--- src/rtl/pb_mcast_dst_iter_pkg.sv ---
// Shared types for the multicast destination iterator.
// Coordinate ids, mask field selectors and iterator FSM states.
package pb_mcast_dst_iter_pkg;

  localparam int IdXWidth = 3;
  localparam int IdYWidth = 3;

  typedef struct packed {
    logic [IdXWidth-1:0] x;
    logic [IdYWidth-1:0] y;
  } id_t;

  localparam int FieldXLen = 2;
  localparam int FieldYLen = 2;

  typedef struct packed {
    logic [FieldXLen-1:0] x;
    logic [FieldYLen-1:0] y;
  } mcast_field_t;

  typedef struct packed {
    int unsigned offset;
    int unsigned len;
  } mask_sel_t;

  typedef struct packed {
    mask_sel_t x;
    mask_sel_t y;
  } mcast_sel_t;

  typedef enum logic {
    ST_IDLE,
    ST_SCAN
  } state_e;

  // X/Y selectors of the cluster rule 0 in the multicast SAM
  function automatic mcast_sel_t rule0_mcast_sel();
    mcast_sel_t s;
    s.x.offset = 20;
    s.x.len    = 2;
    s.y.offset = 18;
    s.y.len    = 2;
    return s;
  endfunction

  localparam mcast_sel_t Rule0Sel = rule0_mcast_sel();

endpackage

--- src/rtl/pb_mcast_dst_iter_subset_cnt.sv ---
// Masked-subset counter: walks every subset of the set bits of mask.
// wrap flags that the current subset equals the full mask.
module pb_mcast_subset_cnt #(
  parameter int W = 4
) (
  input  logic         clk_i,
  input  logic         rst_i,
  input  logic         clear,
  input  logic         advance,
  input  logic [W-1:0] mask,
  output logic [W-1:0] sub,
  output logic         wrap
);

  logic [W-1:0] sub_n;

  // Forcing non-mask bits to 1 lets the carry skip over them
  assign sub_n = ((sub | ~mask) + W'(1)) & mask;
  assign wrap  = (sub == mask);

  always_ff @(posedge clk_i) begin
    if (rst_i || clear) begin
      sub <= '0;
    end else if (advance) begin
      sub <= sub_n;
    end
  end

endmodule

--- src/rtl/pb_mcast_dst_iter.sv ---
// Expands a multicast address+mask into a serial unicast stream.
// A one-entry holdback makes dst_last_o exact past trailing holes.
module pb_mcast_dst_iter
  import pb_mcast_dst_iter_pkg::*;
#(
  parameter int AddrWidth = 48,
  parameter int XOffset   = int'(Rule0Sel.x.offset),
  parameter int XLen      = int'(Rule0Sel.x.len),
  parameter int YOffset   = int'(Rule0Sel.y.offset),
  parameter int YLen      = int'(Rule0Sel.y.len),
  parameter int NumX      = 4,
  parameter int NumY      = 3,
  parameter int XBase     = 1,
  parameter int YBase     = 0
) (
  input  logic                 clk_i,
  input  logic                 rst_i,
  input  logic                 req_valid_i,
  output logic                 req_ready_o,
  input  logic [AddrWidth-1:0] req_addr_i,
  input  logic [AddrWidth-1:0] req_mask_i,
  output logic                 dst_valid_o,
  input  logic                 dst_ready_i,
  output logic [IdXWidth-1:0]  dst_x_o,
  output logic [IdYWidth-1:0]  dst_y_o,
  output logic [AddrWidth-1:0] dst_addr_o,
  output logic                 dst_last_o,
  output logic                 empty_o
);

  localparam int FW = XLen + YLen;

  state_e state, state_n;

  logic [FW-1:0] req_f, req_m;
  logic [FW-1:0] base, m, pend, cand, sub;
  logic [AddrWidth-1:0] addr;
  logic pend_v, scan_done;
  logic in_range, wrap, adv, accept;
  logic [XLen-1:0] cand_x, pend_x;
  logic [YLen-1:0] cand_y, pend_y;
  logic unused_mask;

  assign req_f = {req_addr_i[XOffset+:XLen],
                  req_addr_i[YOffset+:YLen]};
  assign req_m = {req_mask_i[XOffset+:XLen],
                  req_mask_i[YOffset+:YLen]};
  assign unused_mask = ^req_mask_i;

  assign cand   = (base & ~m) | sub;
  assign cand_x = cand[FW-1-:XLen];
  assign cand_y = cand[YLen-1:0];
  assign pend_x = pend[FW-1-:XLen];
  assign pend_y = pend[YLen-1:0];

  assign in_range =
    ({1'b0, cand_x} < (XLen+1)'(NumX)) &&
    ({1'b0, cand_y} < (YLen+1)'(NumY));

  assign accept = (state == ST_IDLE) && req_valid_i;

  pb_mcast_subset_cnt #(
    .W(FW)
  ) u_cnt (
    .clk_i  (clk_i),
    .rst_i  (rst_i),
    .clear  (accept),
    .advance(adv),
    .mask   (m),
    .sub    (sub),
    .wrap   (wrap)
  );

  always_ff @(posedge clk_i) begin
    if (rst_i) begin
      state <= ST_IDLE;
    end else begin
      state <= state_n;
    end
  end

  always_comb begin
    state_n = state;
    unique case (state)
      ST_IDLE: if (req_valid_i) state_n = ST_SCAN;
      ST_SCAN: begin
        if (scan_done && (!pend_v || dst_ready_i)) begin
          state_n = ST_IDLE;
        end
      end
      default: state_n = ST_IDLE;
    endcase
  end

  always_comb begin
    req_ready_o = (state == ST_IDLE);
    dst_valid_o = 1'b0;
    dst_last_o  = 1'b0;
    empty_o     = 1'b0;
    adv         = 1'b0;
    if (state == ST_SCAN) begin
      if (scan_done) begin
        dst_valid_o = pend_v;
        dst_last_o  = pend_v;
        empty_o     = !pend_v;
      end else if (pend_v && in_range) begin
        dst_valid_o = 1'b1;
        adv         = dst_ready_i;
      end else begin
        adv = 1'b1;
      end
    end
  end

  always_ff @(posedge clk_i) begin
    if (rst_i) begin
      base      <= '0;
      m         <= '0;
      pend      <= '0;
      addr      <= '0;
      pend_v    <= 1'b0;
      scan_done <= 1'b0;
    end else if (accept) begin
      base      <= req_f;
      m         <= req_m;
      addr      <= req_addr_i;
      pend_v    <= 1'b0;
      scan_done <= 1'b0;
    end else if (state == ST_SCAN) begin
      if (adv) begin
        if (in_range) begin
          pend   <= cand;
          pend_v <= 1'b1;
        end
        if (wrap) scan_done <= 1'b1;
      end
      if (scan_done && dst_ready_i) pend_v <= 1'b0;
    end
  end

  always_comb begin
    dst_x_o    = '0;
    dst_y_o    = '0;
    dst_addr_o = '0;
    if (dst_valid_o) begin
      dst_x_o = IdXWidth'(pend_x) + IdXWidth'(XBase);
      dst_y_o = IdYWidth'(pend_y) + IdYWidth'(YBase);
      dst_addr_o = addr;
      dst_addr_o[XOffset+:XLen] = pend_x;
      dst_addr_o[YOffset+:YLen] = pend_y;
    end
  end

endmodule

--- config.mk ---
export PLATFORM = sky130hd
export DESIGN_NAME = pb_mcast_dst_iter
export DESIGN_NICKNAME = d
export VERILOG_FILES = /design/src/rtl/pb_mcast_dst_iter_pkg.sv /design/src/rtl/pb_mcast_dst_iter_subset_cnt.sv /design/src/rtl/pb_mcast_dst_iter.sv
export SDC_FILE = /design/constraint.sdc
export NUM_CORES = 1
export LEC_CHECK = 0
export CORE_ASPECT_RATIO = 1.4
export CORE_UTILIZATION = 39
export DETAILED_ROUTE_END_ITERATION = 6
export PLACE_DENSITY = 0.81
export SLEW_MARGIN = 20
export SYNTH_ARGS = -nofsm -noshare
export SYNTH_HDL_FRONTEND = slang
export SYNTH_SLANG_ARGS = --single-unit
--- constraint.sdc ---
create_clock -name clk_i -period 3.3 [get_ports clk_i]
set_input_delay 0.495 -clock clk_i [delete_from_list [all_inputs] [get_ports clk_i]]
set_output_delay 0.495 -clock clk_i [all_outputs]
set_load 0.01 [all_outputs]
# After elaboration in Yosys (flattened, before gate mapping)
# Index checks and enable logic that the tools add are counted.
op_classes:
  n_addsub: 2
  order_cmp: 1
  eq_ne: 1
  mux: 19
  bitwise: 7
  reduce_logical: 13
op_table:
  columns: ["op", "n"]
  rows:
  - ["$mux 48", 1]
  - ["$mux 1", 15]
  - ["$and 4x4->4", 2]
  - ["$or 4x4->4", 2]
  - ["$reduce_and 3->1", 2]
  - ["$add 4x1->4 const B", 1]
  - ["$eq 4x4->1", 1]
  - ["$logic_and 1x1->1", 4]
  - ["$not 4->4", 1]
  - ["$reduce_and 4->1", 1]
  - ["$reduce_bool 2->1", 2]
  - ["$add 2x1->3 const B", 1]
  - ["$mux 3", 1]
  - ["$logic_or 1x1->1", 2]
  - ["$lt 2x2->1 const B", 1]
  - ["$mux 2", 1]
  - ["$not 1->1", 2]
  - ["$pmux 1 s2", 1]
  - ["$reduce_or 2->1", 1]
  - ["$logic_not 1->1", 1]
word_totals:
  output_inout_bits: 58
  elab_cells: 51
  regBits: 67
  input_bits: 100

# Logic depth before layout (Yosys ltp)
# Gate-level depths: netlist of the first run.
logic_depth:
  ltp_word: 10
  depth_mapped: 7
  mapped_depth_nobuf: 7

# By module
# From an unflattened synthesis of the first run, not the netlist that was laid out.
hier_totals:
  hier_cells: 361
  hier_area_um2: 2869.0
modules_own_cells:
  columns: ["mod", "n_inst", "area_each_um2", "cells_each"]
  rows:
  - ["pb_mcast_dst_iter", 1, 2592.5, 330]
  - ["pb_mcast_subset_cnt", 1, 276.5, 31]

# Worst setup path after synthesis of the first run
# Ideal clock, no wire load.
synth_path:
  path_kind: "reg2out"
  startpoint: "reg base[1]"
  endpoint: "out dst_y_o[0]"
  path_buffers: 2
  slack_ps: 1442
  arrival_ps: 1363
  t_required_ps: 2805
  path_stages_with_launch: 7
  path_cell_list: "dfxtp_1 nor2b_2 o22ai_4 o211a_4 buf_6 and2_1 buf_4"
synth_between:
  elab_chain_cells: 8
synth_rtl:
  columns: ["item", "line", "source"]
  rows:
  - ["start: declaration", "pb_mcast_dst_iter.sv:36", "logic [FW-1:0] base, m, pend, cand, sub;"]
  - ["start signal: assignment", "pb_mcast_dst_iter.sv:124", "base <= req_f;"]
  - ["$and 4x4->4", "pb_mcast_dst_iter.sv:50", "assign cand = (base & ~m) | sub;"]
  - ["$or 4x4->4", "pb_mcast_dst_iter.sv:50", null]
  - ["$lt 2x2->1", "pb_mcast_dst_iter.sv:58", "({1'b0, cand_y} < (YLen+1)'(NumY));"]
  - ["$logic_and 1x1->1", "pb_mcast_dst_iter.sv:106", "end else if (pend_v && in_range) begin"]
  - ["$mux 1", "pb_mcast_dst_iter.sv:106", null]
  - ["$mux 1", "pb_mcast_dst_iter.sv:102", "if (scan_done) begin"]
  - ["$mux 1", "pb_mcast_dst_iter.sv:101", "if (state == ST_SCAN) begin"]
  - ["net dst_valid_o", "pb_mcast_dst_iter.sv:22", "output logic dst_valid_o,"]
  - ["$mux 2", "pb_mcast_dst_iter.sv:145", "if (dst_valid_o) begin"]
  - ["end: declaration", "pb_mcast_dst_iter.sv:25", "output logic [IdYWidth-1:0] dst_y_o,"]
# The timed path passes the listed nets, and every way through them passes these cells.

# Final worst setup path of the first run
layout_path:
  startpoint: "reg m[1]"
  endpoint: "out dst_x_o[1]"
layout_between:
  elab_chain_cells: 9
layout_rtl:
  columns: ["item", "line", "source"]
  rows:
  - ["start: declaration", "pb_mcast_dst_iter.sv:36", null]
  - ["start signal: assignment", "pb_mcast_dst_iter.sv:125", "m <= req_m;"]
  - ["$not 4->4", "pb_mcast_dst_iter.sv:50", null]
  - ["$and 4x4->4", "pb_mcast_dst_iter.sv:50", null]
  - ["$or 4x4->4", "pb_mcast_dst_iter.sv:50", null]
  - ["$lt 2x2->1", "pb_mcast_dst_iter.sv:58", null]
  - ["$logic_and 1x1->1", "pb_mcast_dst_iter.sv:106", null]
  - ["$mux 1", "pb_mcast_dst_iter.sv:106", null]
  - ["$mux 1", "pb_mcast_dst_iter.sv:102", null]
  - ["$mux 1", "pb_mcast_dst_iter.sv:101", null]
  - ["$mux 3", "pb_mcast_dst_iter.sv:145", null]
  - ["end: declaration", "pb_mcast_dst_iter.sv:24", "output logic [IdXWidth-1:0] dst_x_o,"]
# Every way passes these cells.

==> results.yml, run 1 <==
synthesis:
  synthArstFlopShare_pct: 0
  ys_seq_elements: 63
  synth.distinct_cells: 33
  synth_top_area_cell: "dfxtp_1"
  synth.area.top_cells: "dfxtp_1, nand2_1, and2_1"
  yosysSeqAreaShare_pct: 44.19
  synth-edff-count: 0
  syn_nets: 467
  synth_flop_cell: "dfxtp_1"
  yosysWarnings: 0
  syn_area_um2: 2854
  syn_area_per_cell_um2: 7.906
  yosysTopAreaCellShare_pct: 44.19
  synthCells: 361
critical_path:
  required_ns: 2.80
  path_class: "flop to primary output"
  cp_num_buf_inv: 1
  cp_max_fo: 52
  cp.arrival_ns: 2.35
  worstPathCellList: "nor2b_2 > o22ai_4 > o211a_4 > and2_1 > clkdlybuf4s50_1"
  start_kind: "flop"
  cp_top_family: "compound AO/OA/AOI/OAI gates"
  critPathSlowestCell: "clkdlybuf4s50_1"
  cp-end-kind: "primary output"
  cpPeakStageDelay_ns: 0.57
die:
  die_h_um: 103.2
  start_util_pct: 40.62
  dieArea_um2: 7669
  fp-row-count: 36
  core_area_um2: 7027
  die_width_um: 74.30
  ios: 158
timing:
  layout_worst_path_cycle_share_pct: 86.25
  rsz0062_at_grt: "no"
  worstMarginPinSlew_ns: 0.9683
  fin_ws_ns: 0.4536
  final.setup.tns_ns: 0
  final-setup-viol-count: 0
  fin_crit_ns: 2.846
  drv_slew: 0
  relSlewSlack_pct: 35.22
  max_freq_ghz: 0.3513
  hold_viol: 0
  finClkSkew_ns: 0.005804
global_routing:
  antenna_found_initial: 0
  grt_max_degree: 54
  grt_overflow_total: 0
  grt_pass1_wl_um: 10770
  first_global_vias: 2436
  track_usage_pct: 18.25
outcome:
  status: "finished clean"
finish:
  syn2layout_area_growth_pct: 44.76
  diodes: 0
  fin_nets: 567
  final_common_cell: "clkdlybuf4s50_1"
  drive_above_1_share_pct: 6.022
  stdcell_count: 560
  final_cell_mix: "clkdlybuf4s50_1, nand2_1, dfxtp_1"
  nFillCells: 666
  fin_util_pct: 58.80
power:
  powerDensity_nw_per_um2: 394.8
  vdd_drop_max_mv: 0.2612
  p_leak_nw: 1.543
routing:
  ant_nets: 0
  routed_wl_um: 6398
  firstDrtPassIters: 4
  vias: 2620
  wl_per_cell_um: 11.43
  drc: 0
  routed_via_density: 4.679
  drtIter0Drc: 114
hold_path:
  worstHoldPathType: "flop to flop"
clock_network:
  clkLatencyLatePin_ns: 0.33
  numCtsBuffers: 9
  htree_levels: 3
  hold_buffers: 0
  cts-resized-gates: 0
  clk_path_buf_depth: 2
  root_buffer: "clkbuf_8"
  cts.sinks: 63
  cts_setup_buffers: 0
  cts.clk_slew.worst_paths_ns: 0.07
  cts_tree: "done"
flow_run:
  cap_violations: 0
placement:
  pre_cts_slack_ns: 0.7789
  hpwlAfterDp_um: 4439
  place_inst: 545
  place_congestion: 0.8097
  numPortBuffers: 112
[state kept, by name, summed over array words and instances (netlist names)]
register,count
addr,45
base,3
m,4
pend,4
pend_v,1
scan_done,1
state,1
u_cnt.sub,4
[worst paths after layout]
kind                           end                   from  depth (start not counted)  slack [ns]
max                     dst_x_o[1]      m[1]$_SDFFE_PP0P_                          5        0.45
min          addr[38]$_SDFFE_PP0P_  addr[38]$_SDFFE_PP0P_                          2        0.45
max reg2reg   addr[8]$_SDFFE_PP0P_       state$_SDFF_PP0_                          4        1.51
min reg2reg  addr[38]$_SDFFE_PP0P_  addr[38]$_SDFFE_PP0P_                          2        0.45
[cells in the mapped netlist, drive strengths merged, types with 2 or more instances]
| cell | count |
|---|---|
| dfxtp | 63 |
| nand2 | 110 |
| and2 | 50 |
| inv | 10 |
| a311oi | 2 |
| clkbuf | 6 |
| buf | 19 |
| a211oi | 2 |
| a21oi | 61 |
| nor2 | 4 |
| xnor2 | 2 |
| nor3 | 2 |
| nor2b | 4 |
| ha | 6 |
| and3 | 2 |
| mux2i | 4 |
| nand3 | 5 |
[report_power, final]
group / switching [mW] / internal [mW]
sequential: 0.0273 / 0.808
combinational: 0.113 / 0.123
clock: 0.275 / 0.285
[worst min-delay path: cells and delay by family (launching register included)]
| family | cells | cell delay (ns) |
|---|---|---|
| and+or+nand+nor | 1 | 0.05 |
| DFF | 1 | 0.31 |
| AOI/OAI and AO/OA | 1 | 0.05 |
[through the flow]
stage / power [mW] / hold WS (ns) / area [um^2]
floorplan: 0.9851 / 0.4316 / 2854
global placement: 1.084 / 0.4372 / 3968
detailed placement: 1.092 / 0.4418 / 3968
CTS: 1.656 / 0.4513 / 4131
global route: 1.731 / 0.4654 / 4131
finish: 1.631 / 0.4489 / 4131
[area by class of cell]
cell class | count | area [um^2] | area share (%)
Clock buffer | 11 | 141.4 | 3.422
Tap cell | 95 | 118.9 | 2.877
Clock inverter | 4 | 22.52 | 0.5451
Timing Repair Buffer | 114 | 1144 | 27.68
Sequential cell | 63 | 1261 | 30.53
Multi-Input combinational cell | 263 | 1406 | 34.04
Inverter | 10 | 37.54 | 0.9085
[kinds of logic after synthesis]
logic type	synth area share, %
AOI/OAI and AO/OA	14.38
xor gates and xnor gates	0.6139
adders and majority gates	2.630
buffers and inverters	6.795
DFF	44.19
muxes	1.403
other	0.1314
and+or+nand+nor	29.86
[metal layers]
metal / GRT usage, % / part of all wire (%) / wire (um)
met1: 21.36 / 41 / 2636
met2: 30.84 / 50 / 3189
met3: 5.426 / 7.7 / 491
met4: 7.692 / 1.3 / 82
met5: 0 / 0 / 0
No activity file was read; power rests on OpenSTA's default activity.
==> run 2, diff against run 1 <==
--- a/config.mk
+++ b/config.mk
@@ -9,7 +9,6 @@
 export CORE_UTILIZATION = 39
 export DETAILED_ROUTE_END_ITERATION = 6
 export PLACE_DENSITY = 0.81
-export SLEW_MARGIN = 20
 export SYNTH_ARGS = -nofsm -noshare
 export SYNTH_HDL_FRONTEND = slang
 export SYNTH_SLANG_ARGS = --single-unit
==> results of run 2 <==
The final DEF is identical to that of run 1; final timing and power are the same.
==> run 3, diff against run 2 <==
--- a/config.mk
+++ b/config.mk
@@ -5,10 +5,11 @@
 export SDC_FILE = /design/constraint.sdc
 export NUM_CORES = 1
 export LEC_CHECK = 0
+export ABC_AREA = 1
 export CORE_ASPECT_RATIO = 1.4
 export CORE_UTILIZATION = 39
 export DETAILED_ROUTE_END_ITERATION = 6
-export PLACE_DENSITY = 0.81
+export PLACE_DENSITY = 0.8
 export SYNTH_ARGS = -nofsm -noshare
 export SYNTH_HDL_FRONTEND = slang
 export SYNTH_SLANG_ARGS = --single-unit
==> results.yml, run 3 <==
power:
  internal-power_mw: 1.434
  power.share.combinational_pct: 16.0
  p_switching_mw: 0.4659
  p_leak_nw: 1.671
  swShare_pct: 24.52
  vdd_drop_max_mv: 0.2388
  pwr-share-seq_pct: 44.7
  p_clk_share_pct: 39.2
  powerDensity_nw_per_um2: 453.2
die:
  die_h_um: 104.3
  ios: 158
  start_util_pct: 40.96
  core_area_um2: 7117
  fp-row-count: 36
  dieArea_um2: 7830
  die_width_um: 75.07
critical_path:
  required_ns: 2.80
  cpPeakStageDelay_ns: 0.52
  start_kind: "flop"
  cp-end-kind: "primary output"
  critPathSlowestCell: "clkdlybuf4s50_1"
  crit_top_cell: "nand2_1"
  cp_max_fo: 36
  worstPathCellList: "inv_1 > nand2_1 > nand2_1 > nand2_4 > o21ai_4 > buf_4 > nor2_1 > clkdlybuf4s50_1"
  path_class: "flop to primary output"
  cp_top_family: "buffers and inverters"
  cp_num_buf_inv: 3
  cp.arrival_ns: 2.13
timing:
  layout_worst_path_cycle_share_pct: 79.40
  relSlewSlack_pct: 46.31
  max_freq_ghz: 0.3816
  finClkSkew_ns: 0.009219
  fin_crit_ns: 2.620
  drv_slew: 0
  hold_viol: 0
  final-setup-viol-count: 0
  worstMarginPinSlew_ns: 0.8053
  final.setup.tns_ns: 0
  whs_ns: 0.4533
  rsz0062_at_grt: "no"
clock_network:
  hold_buffers: 0
  clkLatencyLatePin_ns: 0.32
  cts_tree: "done"
  cts_setup_buffers: 0
  cts.sinks: 63
  htree_levels: 3
  numCtsBuffers: 9
  root_buffer: "clkbuf_8"
  cts.clk_slew.worst_paths_ns: 0.07
  clk_path_buf_depth: 2
  cts-resized-gates: 0
synthesis:
  ys_seq_elements: 63
  syn_area_per_cell_um2: 7.380
  synthArstFlopShare_pct: 0
  yosysTopAreaCellShare_pct: 43.26
  synth.area.top_cells: "dfxtp_1, nor2_1, a21oi_1"
  synth_common_cells: "nor2_1, inv_1, dfxtp_1, a21oi_1, o21ai_0"
  synthCells: 395
  syn_nets: 501
  synth.distinct_cells: 26
  synthMostInstantiatedCell: "nor2_1"
  synth-edff-count: 0
  synth_flop_cell: "dfxtp_1"
  synth_top_area_cell: "dfxtp_1"
  yosysSeqAreaShare_pct: 43.26
  yosysWarnings: 0
  syn_area_um2: 2915
global_routing:
  antenna_found_initial: 0
  track_usage_pct: 18.10
  grt_pass1_wl_um: 10980
  grt_max_degree: 67
  grt_overflow_total: 0
  first_global_vias: 2617
flow_run:
  cap_violations: 0
placement:
  hpwlAfterDp_um: 4943
  place_congestion: 0.8415
  numPortBuffers: 112
  place_inst: 580
finish:
  final_common_cell: "clkdlybuf4s50_1"
  final_cell_mix: "clkdlybuf4s50_1, nor2_1, inv_1"
  syn2layout_area_growth_pct: 43.82
  drive_above_1_share_pct: 6.188
  fin_util_pct: 58.91
  stdcell_count: 596
  diodes: 0
  fin_nets: 602
  largest_register_ffs: 45
  regMostFlops: "addr"
routing:
  vias: 2717
  firstDrtPassIters: 4
  drc: 0
  routed_via_density: 4.559
  ant_nets: 0
  wl_per_cell_um: 11.54
  routed_wl_um: 6877
  drtIter0Drc: 86
outcome:
  status: "finished clean"
hold_path:
  worstHoldPathType: "flop to flop"
-- run 3: changes by cell type after synthesis, moves of 5 or more --
cell,change
a21oi_1,-5
nand2_1,-83
buf_6,+7
nor2_1,+72
clkbuf_1,-5
inv_1,+60
o21ai_0,+32
o21ai_1,+20
and2_1,-50
buf_2,-5
-- run 3: cell families (layout without fill, tap and decap cells) --
| logic type | after synthesis | count (layout) | share of synthesized area (%) |
|---|---|---|---|
| buffers and inverters | 97 | 203 | 16.87 |
| xor gates and xnor gates | 1 | 1 | 0.3005 |
| adders and majority gates | 6 | 6 | 2.575 |
| and+or+nand+nor | 117 | 117 | 17.51 |
| DFF | 63 | 63 | 43.26 |
| AOI/OAI and AO/OA | 110 | 110 | 19.36 |
| other | 1 | 1 | 0.1286 |
-- run 3: final timing paths --
check / end / depth (start not counted) / from / slack [ns]
setup reg to reg: addr[25]$_SDFFE_PP0P_ / 5 / state$_SDFF_PP0_ / 1.62
hold / removal: addr[17]$_SDFFE_PP0P_ / 2 / addr[17]$_SDFFE_PP0P_ / 0.45
hold reg to reg: addr[17]$_SDFFE_PP0P_ / 2 / addr[17]$_SDFFE_PP0P_ / 0.45
setup / recovery: dst_y_o[1] / 8 / m[0]$_SDFFE_PP0P_ / 0.68
-- run 3: layout make-up --
| type | count | area, um^2 |
|---|---|---|
| Timing Repair Buffer | 115 | 1156 |
| Clock inverter | 3 | 65.06 |
| Clock buffer | 13 | 158.9 |
| Fill cell | 693 | 2924 |
| Multi-Input combinational cell | 235 | 1162 |
| Inverter | 72 | 270.3 |
| Tap cell | 95 | 118.9 |
| Sequential cell | 63 | 1261 |
-- run 3: worst register-to-register path: stages, from the launching register on --
cell     delay [ns]
dfxtp_1        0.45
nor2_4         0.10
inv_2          0.41
buf_12         0.31
o21ai_0        0.18
a21oi_1        0.17
-- run 3: layer usage --
layer  vias up  wire length [um]  global-route usage, %
met5         -                 0                      0
met4         0               146                  9.164
met3        15               529                  5.523
met2       101              3391                  31.72
met1      1172              2809                  18.64
li1       1429                 -                      -
-- run 3: per-stage QoR --
| stage | setup WS, ns | instance area [um^2] | power [mW] |
|---|---|---|---|
| final | 0.6797 | 4193 | 1.900 |
| after global routing | 0.5115 | 4193 | 2.005 |
| after CTS | 0.6408 | 4193 | 1.924 |
| after detailed placement | 1.027 | 3969 | 1.172 |
| after global placement | 1.032 | 3969 | 1.161 |
| after floorplan | 1.597 | 2915 | 1.072 |
-- run 3: power groups by stage --
stage	clock [mW]	combinational [mW]	sequential, mW
floorplan	0	0.210	0.862
global placement	0	0.296	0.865
detailed placement	0	0.304	0.868
CTS	0.767	0.306	0.851
global route	0.802	0.345	0.858
finish	0.745	0.305	0.850
